--- src/rtl/victim_fill_controller_lx_pkg.sv ---
// rtl/victim_fill_controller_lx_pkg.sv - shared helpers, widths and state encoding for the Lx victim fill controller
package victim_fill_controller_lx_pkg;

   function automatic int way_log2(input int n);
      int r;
      r = 0;
      for (int i = 0; i < 31; i++)
         if ((1 << i) < n) r = i + 1;
      return r;
   endfunction

   function automatic int line_addr_bits(input int tag_bits, input int index_bits);
      return tag_bits + index_bits;
   endfunction

   localparam logic [2:0] ST_IDLE       = 3'd0;
   localparam logic [2:0] ST_SELECT     = 3'd1;
   localparam logic [2:0] ST_READ       = 3'd2;
   localparam logic [2:0] ST_WRITEBACK  = 3'd3;
   localparam logic [2:0] ST_FETCH_REQ  = 3'd4;
   localparam logic [2:0] ST_FETCH_WAIT = 3'd5;
   localparam logic [2:0] ST_INSTALL    = 3'd6;

   typedef enum logic [2:0] {
      IDLE       = ST_IDLE,
      SELECT     = ST_SELECT,
      READ       = ST_READ,
      WRITEBACK  = ST_WRITEBACK,
      FETCH_REQ  = ST_FETCH_REQ,
      FETCH_WAIT = ST_FETCH_WAIT,
      INSTALL    = ST_INSTALL
   } fill_state_t;

endpackage

--- src/rtl/way_encoder_lx.sv ---
// rtl/way_encoder_lx.sv - one-hot to binary way encoder; lowest set bit wins, all-zero gives way 0
module way_encoder_lx
   import victim_fill_controller_lx_pkg::*;
#(
   parameter int NUMBER_OF_WAYS = 8,
   localparam int WAY_BITS = way_log2(NUMBER_OF_WAYS)
) (
   input  logic [NUMBER_OF_WAYS-1:0] one_hot,
   output logic [WAY_BITS-1:0]       way
);

   // Scan from the top down so the lowest set bit is the last one written.
   always_comb begin
      way = '0;
      for (int i = NUMBER_OF_WAYS - 1; i >= 0; i--)
         if (one_hot[i]) way = WAY_BITS'(i);
   end

endmodule

--- src/rtl/victim_fill_controller_lx.sv ---
// rtl/victim_fill_controller_lx.sv - Lx miss engine: victim read, optional writeback, line fetch, install and LRU update
module victim_fill_controller_lx
   import victim_fill_controller_lx_pkg::*;
#(
   parameter int NUMBER_OF_WAYS = 8,
   parameter int INDEX_BITS     = 8,
   parameter int TAG_BITS       = 20,
   parameter int LINE_BITS      = 128,
   localparam int WAY_BITS  = way_log2(NUMBER_OF_WAYS),
   localparam int ADDR_BITS = line_addr_bits(TAG_BITS, INDEX_BITS)
) (
   input  logic                      clock,
   input  logic                      reset,
   input  logic                      miss_valid,
   output logic                      miss_ready,
   input  logic [INDEX_BITS-1:0]     miss_index,
   input  logic [TAG_BITS-1:0]       miss_tag,
   input  logic [NUMBER_OF_WAYS-1:0] selected_way,
   output logic                      arr_rd_en,
   output logic [INDEX_BITS-1:0]     arr_rd_index,
   output logic [WAY_BITS-1:0]       arr_rd_way,
   input  logic                      arr_rd_valid,
   input  logic                      arr_rd_dirty,
   input  logic [TAG_BITS-1:0]       arr_rd_tag,
   input  logic [LINE_BITS-1:0]      arr_rd_data,
   output logic                      wb_valid,
   input  logic                      wb_ready,
   output logic [ADDR_BITS-1:0]      wb_addr,
   output logic [LINE_BITS-1:0]      wb_data,
   output logic                      mem_req_valid,
   input  logic                      mem_req_ready,
   output logic [ADDR_BITS-1:0]      mem_req_addr,
   input  logic                      mem_resp_valid,
   input  logic [LINE_BITS-1:0]      mem_resp_data,
   output logic                      arr_wr_en,
   output logic [INDEX_BITS-1:0]     arr_wr_index,
   output logic [WAY_BITS-1:0]       arr_wr_way,
   output logic [TAG_BITS-1:0]       arr_wr_tag,
   output logic [LINE_BITS-1:0]      arr_wr_data,
   output logic                      access_valid,
   output logic [WAY_BITS-1:0]       current_access,
   output logic                      fill_done,
   output logic [LINE_BITS-1:0]      fill_data
);

   fill_state_t           state;
   logic [INDEX_BITS-1:0] index_q;
   logic [TAG_BITS-1:0]   tag_q;
   logic [WAY_BITS-1:0]   victim_way;
   logic [WAY_BITS-1:0]   enc_way;

   way_encoder_lx #(.NUMBER_OF_WAYS(NUMBER_OF_WAYS)) u_way_encoder (
      .one_hot (selected_way),
      .way     (enc_way)
   );

   // selected_way is only valid during SELECT, so the read way is taken straight from the encoder.
   assign arr_rd_way = arr_rd_en ? enc_way : '0;

   always_ff @(posedge clock or posedge reset) begin
      if (reset) begin
         state          <= IDLE;
         index_q        <= '0;
         tag_q          <= '0;
         victim_way     <= '0;
         miss_ready     <= 1'b1;
         arr_rd_en      <= 1'b0;
         arr_rd_index   <= '0;
         wb_valid       <= 1'b0;
         wb_addr        <= '0;
         wb_data        <= '0;
         mem_req_valid  <= 1'b0;
         mem_req_addr   <= '0;
         arr_wr_en      <= 1'b0;
         arr_wr_index   <= '0;
         arr_wr_way     <= '0;
         arr_wr_tag     <= '0;
         arr_wr_data    <= '0;
         access_valid   <= 1'b0;
         current_access <= '0;
         fill_done      <= 1'b0;
         fill_data      <= '0;
      end else begin
         case (state)
            IDLE: begin
               if (miss_valid && miss_ready) begin
                  index_q      <= miss_index;
                  tag_q        <= miss_tag;
                  miss_ready   <= 1'b0;
                  arr_rd_en    <= 1'b1;
                  arr_rd_index <= miss_index;
                  state        <= SELECT;
               end
            end
            SELECT: begin
               victim_way <= enc_way;
               arr_rd_en  <= 1'b0;
               state      <= READ;
            end
            READ: begin
               if (arr_rd_valid && arr_rd_dirty) begin
                  wb_valid <= 1'b1;
                  wb_addr  <= {arr_rd_tag, index_q};
                  wb_data  <= arr_rd_data;
                  state    <= WRITEBACK;
               end else begin
                  mem_req_valid <= 1'b1;
                  mem_req_addr  <= {tag_q, index_q};
                  state         <= FETCH_REQ;
               end
            end
            WRITEBACK: begin
               if (wb_ready) begin
                  wb_valid      <= 1'b0;
                  mem_req_valid <= 1'b1;
                  mem_req_addr  <= {tag_q, index_q};
                  state         <= FETCH_REQ;
               end
            end
            FETCH_REQ: begin
               if (mem_req_ready) begin
                  mem_req_valid <= 1'b0;
                  state         <= FETCH_WAIT;
               end
            end
            FETCH_WAIT: begin
               if (mem_resp_valid) begin
                  arr_wr_en      <= 1'b1;
                  arr_wr_index   <= index_q;
                  arr_wr_way     <= victim_way;
                  arr_wr_tag     <= tag_q;
                  arr_wr_data    <= mem_resp_data;
                  access_valid   <= 1'b1;
                  current_access <= victim_way;
                  fill_done      <= 1'b1;
                  fill_data      <= mem_resp_data;
                  state          <= INSTALL;
               end
            end
            INSTALL: begin
               arr_wr_en    <= 1'b0;
               access_valid <= 1'b0;
               fill_done    <= 1'b0;
               miss_ready   <= 1'b1;
               state        <= IDLE;
            end
            default: state <= IDLE;
         endcase
      end
   end

endmodule

--- config.mk ---
export PLATFORM = sky130hd
export DESIGN_NAME = victim_fill_controller_lx
export DESIGN_NICKNAME = d
export VERILOG_FILES = /design/src/rtl/victim_fill_controller_lx_pkg.sv /design/src/rtl/way_encoder_lx.sv /design/src/rtl/victim_fill_controller_lx.sv
export SDC_FILE = /design/constraint.sdc
export NUM_CORES = 1
export LEC_CHECK = 0
export BUFFER_PORTS_ARGS = -buffer_cell sky130_fd_sc_hd__buf_2
export CORE_AREA = 8 8 306 308
export CTS_CLUSTER_DIAMETER = 100
export DETAILED_ROUTE_END_ITERATION = 10
export DIE_AREA = 0 0 314 316
export SLEW_MARGIN = 20
export SYNTH_ARGS = -nofsm -noshare
export SYNTH_HDL_FRONTEND = slang
export SYNTH_SLANG_ARGS = --single-unit
--- constraint.sdc ---
create_clock -name clock -period 17.69 [get_ports clock]
set_input_delay 2.6535 -clock clock [delete_from_list [all_inputs] [get_ports clock]]
set_output_delay 2.6535 -clock clock [all_outputs]
set_load 0.02 [all_outputs]
==> results of run 1 <==
## sequential cells by signal, indices dropped and copies added, names as in the netlist
name,flops
fill_data,128
wb_data,128
fill_done,1
mem_req_addr,28
victim_way,3
arr_rd_en,1
wb_valid,1
state,3
arr_wr_index,8
tag_q,20
wb_addr,28
miss_ready,1
current_access,3
index_q,8
mem_req_valid,1
arr_wr_tag,20
## report_power, final
group          switching [mW]  total (mW)  internal [mW]
clock network           0.386       0.968          0.582
logic                    1.21        1.96          0.748
registers               0.285        1.58           1.29
## final cells by class
type	count	area share, %
Sequential cell	382	44.82
Multi-Input combinational cell	428	21.37
Clock buffer	64	6.194
Inverter	5	0.1232
Clock inverter	20	1.097
Tap cell	1176	6.898
Antenna cell	2	0.02346
Timing Repair Buffer	822	19.47
## cell usage after synthesis
cell / n
a21boi_0: 1
a21oi_1: 4
a22o_1: 1
a31oi_1: 2
a32oi_1: 1
and3b_1: 1
buf_2: 13
buf_4: 138
buf_6: 25
dfrtp_1: 381
dfstp_2: 1
inv_1: 5
mux2_1: 11
mux2_2: 351
mux2_4: 9
nand2_1: 9
nand2_2: 1
nand2b_1: 4
nand3_1: 1
nand3b_1: 1
nor2_1: 8
nor2b_1: 4
nor3_1: 2
nor3_2: 1
nor3b_1: 1
o211ai_1: 1
o21ai_0: 6
o21bai_1: 2
o2bb2ai_1: 1
o31a_1: 1
o31ai_1: 1
o41ai_1: 1
or3_1: 1
or3b_2: 1
## through the flow
step                      power (mW)  worst slack (ps)  cells  hold WS (ps)
after floorplan                2.932              4424    991         445.5
after global placement         3.576             11360   2813         482.5
after detailed placement       3.598             11330   2813         488.0
after CTS                      4.606             11330   2897         502.5
after global routing           4.766             11300   2897         510.9
final                          4.509             11320   2899         495.4
## worst paths after layout
path,start,to,slack (ps)
max in group asynchronous,reset,arr_wr_tag[12],12750
hold / removal,mem_req_addr[0],mem_req_addr[0],500
min in group asynchronous,reset,fill_data[94],2130
setup / recovery,selected_way[5],arr_rd_way[1],11320
setup reg to reg,state[2],wb_data[39],14890
hold reg to reg,mem_req_addr[0],mem_req_addr[0],500
## logic make-up after synthesis
kind of cell    after synthesis  synth area share (%)
flops                       382                 61.68
mux                         371                 27.17
buf+inv                     181                 9.040
simple gates                 35                 1.187
compound gates               22                0.9283
## worst max-delay path, cell delays in order
cell,delay (ps)
buf_2,110
o31ai_1,290
nor2b_1,260
buf_2,370
## routing by layer
metal  global-route usage, %  wire (µm)  up-vias
li1                        -          -     4703
met1                   11.96      20550     5161
met2                   17.49      26970      523
met3                   5.802       7782       90
met4                   3.444       1515       14
met5                       0         97        -
==> impl_metrics.toml, run 1 <==
[placed_design]
gp_congestion = 0.7940
dp_hpwl_um = 45200
placed_area_um2 = 19770
numPortBuffers = 811

[routing]
drt_iter0_drc = 518
viasPerCell = 3.619
ant_nets = 0
finalWirelength_um = 56910
route.detailed.drc = 0
wl_per_cell_um = 19.63
num_vias = 10490
dr.pass1.iters = 6

[critical_path]
critPathArrivalTime_ps = 3710
crit_path_end_kind = "primary output"
critPathRequiredTime_ps = 15040
worstSetupPathType = "input port to primary output"
reg2regPathDepth = 4
worstSetupStartpointType = "input port"
crit_fanout = 3

[cells_and_area]
final_net_count = 2006
finish.utilization_pct = 23.96
layout_common_cells = "buf_2 (811), dfrtp_1 (381), mux2_2 (351)"
drive_gt1_share_pct = 73.27
areaGrowthSynthToFinish_pct = 37.61
layout_commonest_cell = "buf_2"
regArea_um2 = 9560
nFillCells = 9450
multi_input_area_um2 = 4559
finalInstanceArea_um2 = 21330

[clocking]
htree_levels = 2
cts_tree = "built"
cts.path.max_buffers = 3
root_buffer = "clkbuf_16"
worst_skew_pair.late_latency_ps = 590
numCtsBuffers = 47
path_clk_slew_ps = 50
hold_buffers = 0
cts_resized = 0
postCtsSetupRepairBufs = 0
clock-sinks = 382

[timing]
max_slew.worst_pin.slew_ps = 1005
period_needed_ps = 6366
finalSetupViolCount = 0
finalSetupTns_ps = 0
grt_setup_unrepaired = "no"
finalClockSkew_ps = 17.16
slew_headroom_pct = 33.02
hold_viol = 0
finalMaxSlewViolations = 0
fin_crit_sh_pct = 35.99
fmax_ghz = 0.1571

[logic_synthesis]
ys_seq_area_share_pct = 61.68
syn-num-nets = 1311
synthTopCellsByArea = "dfrtp_1 (62%), mux2_2 (25%), buf_4 (6.7%)"
syn_inst = 991
ys_ff_latch = 382
synth_area_leader_cell = "dfrtp_1"
yosys_warnings = 0
synth_top_area_share_pct = 61.51
ys_types = 34
syn_area_per_cell_um2 = 15.64
syn_area_um2 = 15500

[floorplanning]
core_um2 = 89050
placementRows = 110
pin_count = 812
die_area_um2 = 99220
chipWidth_um = 314
start_util_pct = 17.41
die_y_um = 316

[pwr]
cellPowerDensity_nw_per_um2 = 211.4
power_leakage_nw = 10.72
ir_drop_uv = 107.7

[flow_run]
drv.max_cap_violation_count = 0

[global_route]
globalRouteOverflowTotal = 0
track_usage_pct = 10.73
grt_pass1_vias = 11450
grt_pass1_wl_um = 79680
grt_max_degree = 120
antenna_found_initial = 14

[hold_path]
hold_class = "flop to flop"
holdPathStages = 1

[status]
outcome = "finished clean"
Note: power is estimated with default switching activity, not from simulation.
==> run 2: changes to the inputs <==
==> constraint.sdc (replaced) <==
create_clock -name clock -period 6 [get_ports clock]
set_input_delay 0.9 -clock clock [delete_from_list [all_inputs] [get_ports clock]]
set_output_delay 0.9 -clock clock [all_outputs]
set_load 0.02 [all_outputs]
==> impl_metrics.toml, run 2 (synthesis gave the netlist of run 1 again) <==
[status]
outcome = "finished clean"

[cells_and_area]
layout_common_cells = "buf_2 (811), dfrtp_1 (381), mux2_2 (351)"
finalInstanceArea_um2 = 21480
final_cells = 2902
drive_gt1_share_pct = 73.69
layout_commonest_cell = "buf_2"
final_net_count = 2006
regArea_um2 = 9560
multi_input_area_um2 = 4561
top_regs = "fill_data x128, wb_data x128"
areaGrowthSynthToFinish_pct = 38.60
nFillCells = 9455

[floorplanning]
chipWidth_um = 314
die_area_um2 = 99220
die_y_um = 316
pin_count = 812
core_um2 = 89050
start_util_pct = 17.41
placementRows = 110

[pwr]
ir_drop_uv = 327.9
cellPowerDensity_nw_per_um2 = 625.5
power_leakage_nw = 10.78
finalPower_mw = 13.44

[hold_path]
hold_class = "input port to async pin"

[clocking]
root_buffer = "clkbuf_16"
htree_levels = 2
worst_skew_pair.late_latency_ps = 570
postCtsSetupRepairBufs = 0
cts.path.max_buffers = 3
cts_resized = 0
path_clk_slew_ps = 60
numCtsBuffers = 47
hold_buffers = 0
clock-sinks = 382
cts_tree = "built"

[critical_path]
crit_path_end_kind = "primary output"
critPathRequiredTime_ps = 5100
critPathArrivalTime_ps = 2000
crit_fanout = 3
worstSetupStartpointType = "input port"
worstSetupPathType = "input port to primary output"

[routing]
viasPerCell = 3.671
num_vias = 10650
wl_per_cell_um = 19.35
ant_nets = 0
dr.pass1.iters = 4
drt_iter0_drc = 498
finalWirelength_um = 56170
route.detailed.drc = 0

[timing]
grt_setup_unrepaired = "no"
finalMaxSlewViolations = 0
finalClockSkew_ps = 20.01
max_slew.worst_pin.slew_ps = 1063
period_needed_ps = 2905
fin_crit_sh_pct = 48.41
finalSetupViolCount = 0
fmax_ghz = 0.3443
hold_viol = 0
slew_headroom_pct = 29.16

[placed_design]
dp_cells = 2813
numPortBuffers = 811
dp_hpwl_um = 44320
placed_area_um2 = 19810
gp_congestion = 0.8144

[global_route]
grt_pass1_wl_um = 78740
grt_max_degree = 137
grt_pass1_vias = 11440
globalRouteOverflowTotal = 0
track_usage_pct = 10.50
antenna_found_initial = 13

[flow_run]
drv.max_cap_violation_count = 0
-- run 2: cell count changes in the layout (fill, tap and decap cells not counted), sizes merged --
| cell | change |
|---|---|
| bufinv | +3 |
| clkbuf | -4 |
| clkinv | -1 |
| clkinvlp | +3 |
| diode | +2 |
-- run 2: metrics by stage --
stage	utilization (%)	worst slack (ps)	hold slack [ps]	TNS, ps
floorplan	-	-33.18	445.5	-12640
global placement	22.24	3123	483.5	0
detailed placement	22.24	3123	485.9	0
CTS	24.12	3111	444.9	0
global route	24.12	3098	472.7	0
finish	24.13	3096	467.7	0
-- run 2: final timing paths --
path                                      end  cells past startpoint       startpoint  slack (ps)
worst min-delay path            fill_data[37]                      2            reset         470
max in group asynchronous        wb_data[127]                      3            reset        4280
worst max-delay path            arr_rd_way[1]                      4  selected_way[5]        3100
worst max register to register  fill_data[46]                      4         state[2]        3630
worst min register to register    wb_data[10]                      1      wb_data[10]         500
min in group clock                wb_data[10]                      1      wb_data[10]         500
-- run 2: cell type report --
| cell class | count | area share [%] |
|---|---|---|
| Antenna cell | 4 | 0.04659 |
| Clock buffer | 60 | 6.121 |
| Clock inverter | 25 | 1.642 |
| Inverter | 5 | 0.1048 |
| Multi-Input combinational cell | 428 | 21.23 |
| Sequential cell | 382 | 44.50 |
| Tap cell | 1176 | 6.849 |
| Timing Repair Buffer | 822 | 19.51 |
-- run 2: report_power, final --
group          internal [mW]  total (mW)  switching (mW)
Sequential              3.81        4.68           0.867
Clock                   1.86        3.02            1.16
Combinational           2.21        5.74            3.53
Total                   7.88        13.4            5.56
-- run 2: worst max-delay path: stages --
cell and delay, ps:
buf_2 110, o31ai_1 320, nor2b_1 420, buf_2 250
-- run 2: routing by layer --
layer  track usage [%]  up-vias  routed length, µm
met3             3.848       81               4899
met5                 0        -                 55
li1                  -     4709                  -
met4             3.486        8               1653
met1             11.96     5344              21320
met2             18.13      511              28240
==> run 3: changes to the inputs <==
--- a/config.mk
+++ b/config.mk
@@ -5,11 +5,12 @@
 export SDC_FILE = /design/constraint.sdc
 export NUM_CORES = 1
 export LEC_CHECK = 0
+export ABC_AREA = 1
 export BUFFER_PORTS_ARGS = -buffer_cell sky130_fd_sc_hd__buf_2
-export CORE_AREA = 8 8 306 308
+export CORE_AREA = 8 8 308 310
 export CTS_CLUSTER_DIAMETER = 100
 export DETAILED_ROUTE_END_ITERATION = 10
-export DIE_AREA = 0 0 314 316
+export DIE_AREA = 0 0 316 318
 export SLEW_MARGIN = 20
 export SYNTH_ARGS = -nofsm -noshare
 export SYNTH_HDL_FRONTEND = slang
==> constraint.sdc (replaced) <==
create_clock -name clock -period 2.35 [get_ports clock]
set_input_delay 0.3525 -clock clock [delete_from_list [all_inputs] [get_ports clock]]
set_output_delay 0.3525 -clock clock [all_outputs]
set_load 0.02 [all_outputs]
==> impl_metrics.toml, run 3 <==
[cells_and_area]
drive_gt1_share_pct = 42.68
nFillCells = 9236
top_regs = "fill_data x128, wb_data x128"
finish.utilization_pct = 27.70
layout_common_cells = "buf_2 (811), nand2_1 (534), dfrtp_1 (381)"
final_cells = 3659
regArea_um2 = 9560
final_net_count = 2762
areaGrowthSynthToFinish_pct = 58.51
layout_commonest_cell = "buf_2"
finalInstanceArea_um2 = 24820
multi_input_area_um2 = 4566

[clocking]
cts.path.max_buffers = 3
clock-sinks = 382
cts_resized = 0
worst_skew_pair.late_latency_ps = 590
root_buffer = "clkbuf_16"
numCtsBuffers = 48
htree_levels = 2
cts_tree = "built"
path_clk_slew_ps = 60

[critical_path]
rr_endpoint = "wb_data[16]"
regToRegSetupSlack_ps = 550
crit_fanout = 108
critPathArrivalTime_ps = 2310
worstSetupPathType = "flop to flop"
worstReg2RegStart = "state[2]"
reg2regPathDepth = 6
crit_path_end_kind = "flop"
critPathRequiredTime_ps = 2860
worstSetupStartpointType = "flop"

[floorplanning]
die_y_um = 318
die_area_um2 = 100500
placementRows = 110
chipWidth_um = 316
start_util_pct = 17.48
pin_count = 812
core_um2 = 89600

[global_route]
grt_max_degree = 109
globalRouteOverflowTotal = 0
antenna_found_initial = 20
grt_pass1_wl_um = 94230
grt_pass1_vias = 14450
track_usage_pct = 12.31

[logic_synthesis]
syn_inst = 1450
synth_area_leader_cell = "dfrtp_1"
synthTopCellsByArea = "dfrtp_1 (61%), nand2_1 (13%), mux2_4 (8.0%)"
ys_types = 21
syn-num-nets = 1770
synth_flop_cell = "dfrtp_1"
ys_seq_area_share_pct = 61.05
synth.most_common_cell = "nand2_1"
synth_common_cells = "nand2_1 (535), dfrtp_1 (381), buf_4 (135)"
synth_edf_count = 0
synthArstFlopShare_pct = 100.0
syn_area_per_cell_um2 = 10.80
synth_top_area_share_pct = 60.89
yosys_warnings = 0
ys_ff_latch = 382
syn_area_um2 = 15660

[placed_design]
gp_congestion = 0.7950
placed_area_um2 = 20300
dp_slack_ps = 539.2
dp_hpwl_um = 49170
dp_cells = 3272
numPortBuffers = 811

[timing]
worst_hold_slack_ps = 47.90
setup_ws_ps = 550.6
finalClockSkew_ps = 15.88
slew_headroom_pct = 61.65
finalSetupViolCount = 0
finalSetupTns_ps = 0
fin_crit_sh_pct = 76.57
max_slew.worst_pin.slew_ps = 575.3
fmax_ghz = 0.5557
period_needed_ps = 1799
finalMaxSlewViolations = 0
hold_viol = 0
grt_setup_unrepaired = "no"

[pwr]
power_leakage_nw = 13.33
finalPower_mw = 35.05
cellPowerDensity_nw_per_um2 = 1412
ir_drop_uv = 633.3

[routing]
num_vias = 13720
route.detailed.drc = 0
drt_iter0_drc = 761
wl_per_cell_um = 17.84
viasPerCell = 3.749
ant_nets = 0
dr.pass1.iters = 5
finalWirelength_um = 65270

[hold_path]
hold_class = "input port to flop"
worstHoldStart = "arr_rd_data[31]"
holdPathStages = 3
hold_end = "wb_data[31]"

[flow_run]
drv.max_cap_violation_count = 0

[status]
outcome = "finished clean"
## run 3: logic make-up after synthesis
| family | share of synthesized area, % |
|---|---|
| buffers and inverters | 9.884 |
| AO/OA/AOI/OAI | 3.308 |
| AND/OR/NAND/NOR | 14.34 |
| flip-flops | 61.05 |
| multiplexers | 11.41 |
## run 3: area by class of cell
type,count,share of cell area [%]
diodes,9,0.09074
clock buffers,70,5.661
clock inverters,12,0.5344
inverters,47,0.7461
multi-input cells,822,18.39
flip-flops and latches,382,38.52
well taps,1176,5.928
repair buffers,1141,30.13
## run 3: critical path: stages (launching register included)
cell     delay [ps]
dfrtp_1         460
inv_2           140
nand3_1         130
nor2_4          230
buf_12          340
nand2_1         130
nand2_1         100
## run 3: how the worst max path moves through the flow
stage | startpoint | end | depth (start not counted)
final | state[2] | wb_data[16] | 6
after global placement | state[2] | mem_req_valid | 8
after CTS | miss_ready | miss_ready | 1
after floorplan | reset | arr_rd_en | 1
after global routing | state[2] | mem_req_valid | 8
after detailed placement | state[2] | mem_req_valid | 8
## run 3: routing by layer
metal / share of wire (%) / routed length [µm] / GRT usage (%) / up-vias
li1: - / - / - / 6429
met1: 39 / 25630 / 14.19 / 6523
met2: 47 / 30390 / 19.84 / 628
met3: 10 / 6635 / 5.222 / 129
met4: 3.9 / 2544 / 5.276 / 10
met5: 0.092 / 60 / 0 / -
## run 3: timing repair
item,CTS,global route
buffers inserted,0,0
hold endpoints to repair,305,0
hold buffers,296,0
endpoints found under the setup margin,0,0
## run 3: report_power, final
group | switching [mW] | internal (mW) | total (mW)
logic | 10.2 | 5.74 | 15.9
registers | 2.20 | 9.69 | 11.9
clock network | 2.92 | 4.35 | 7.27
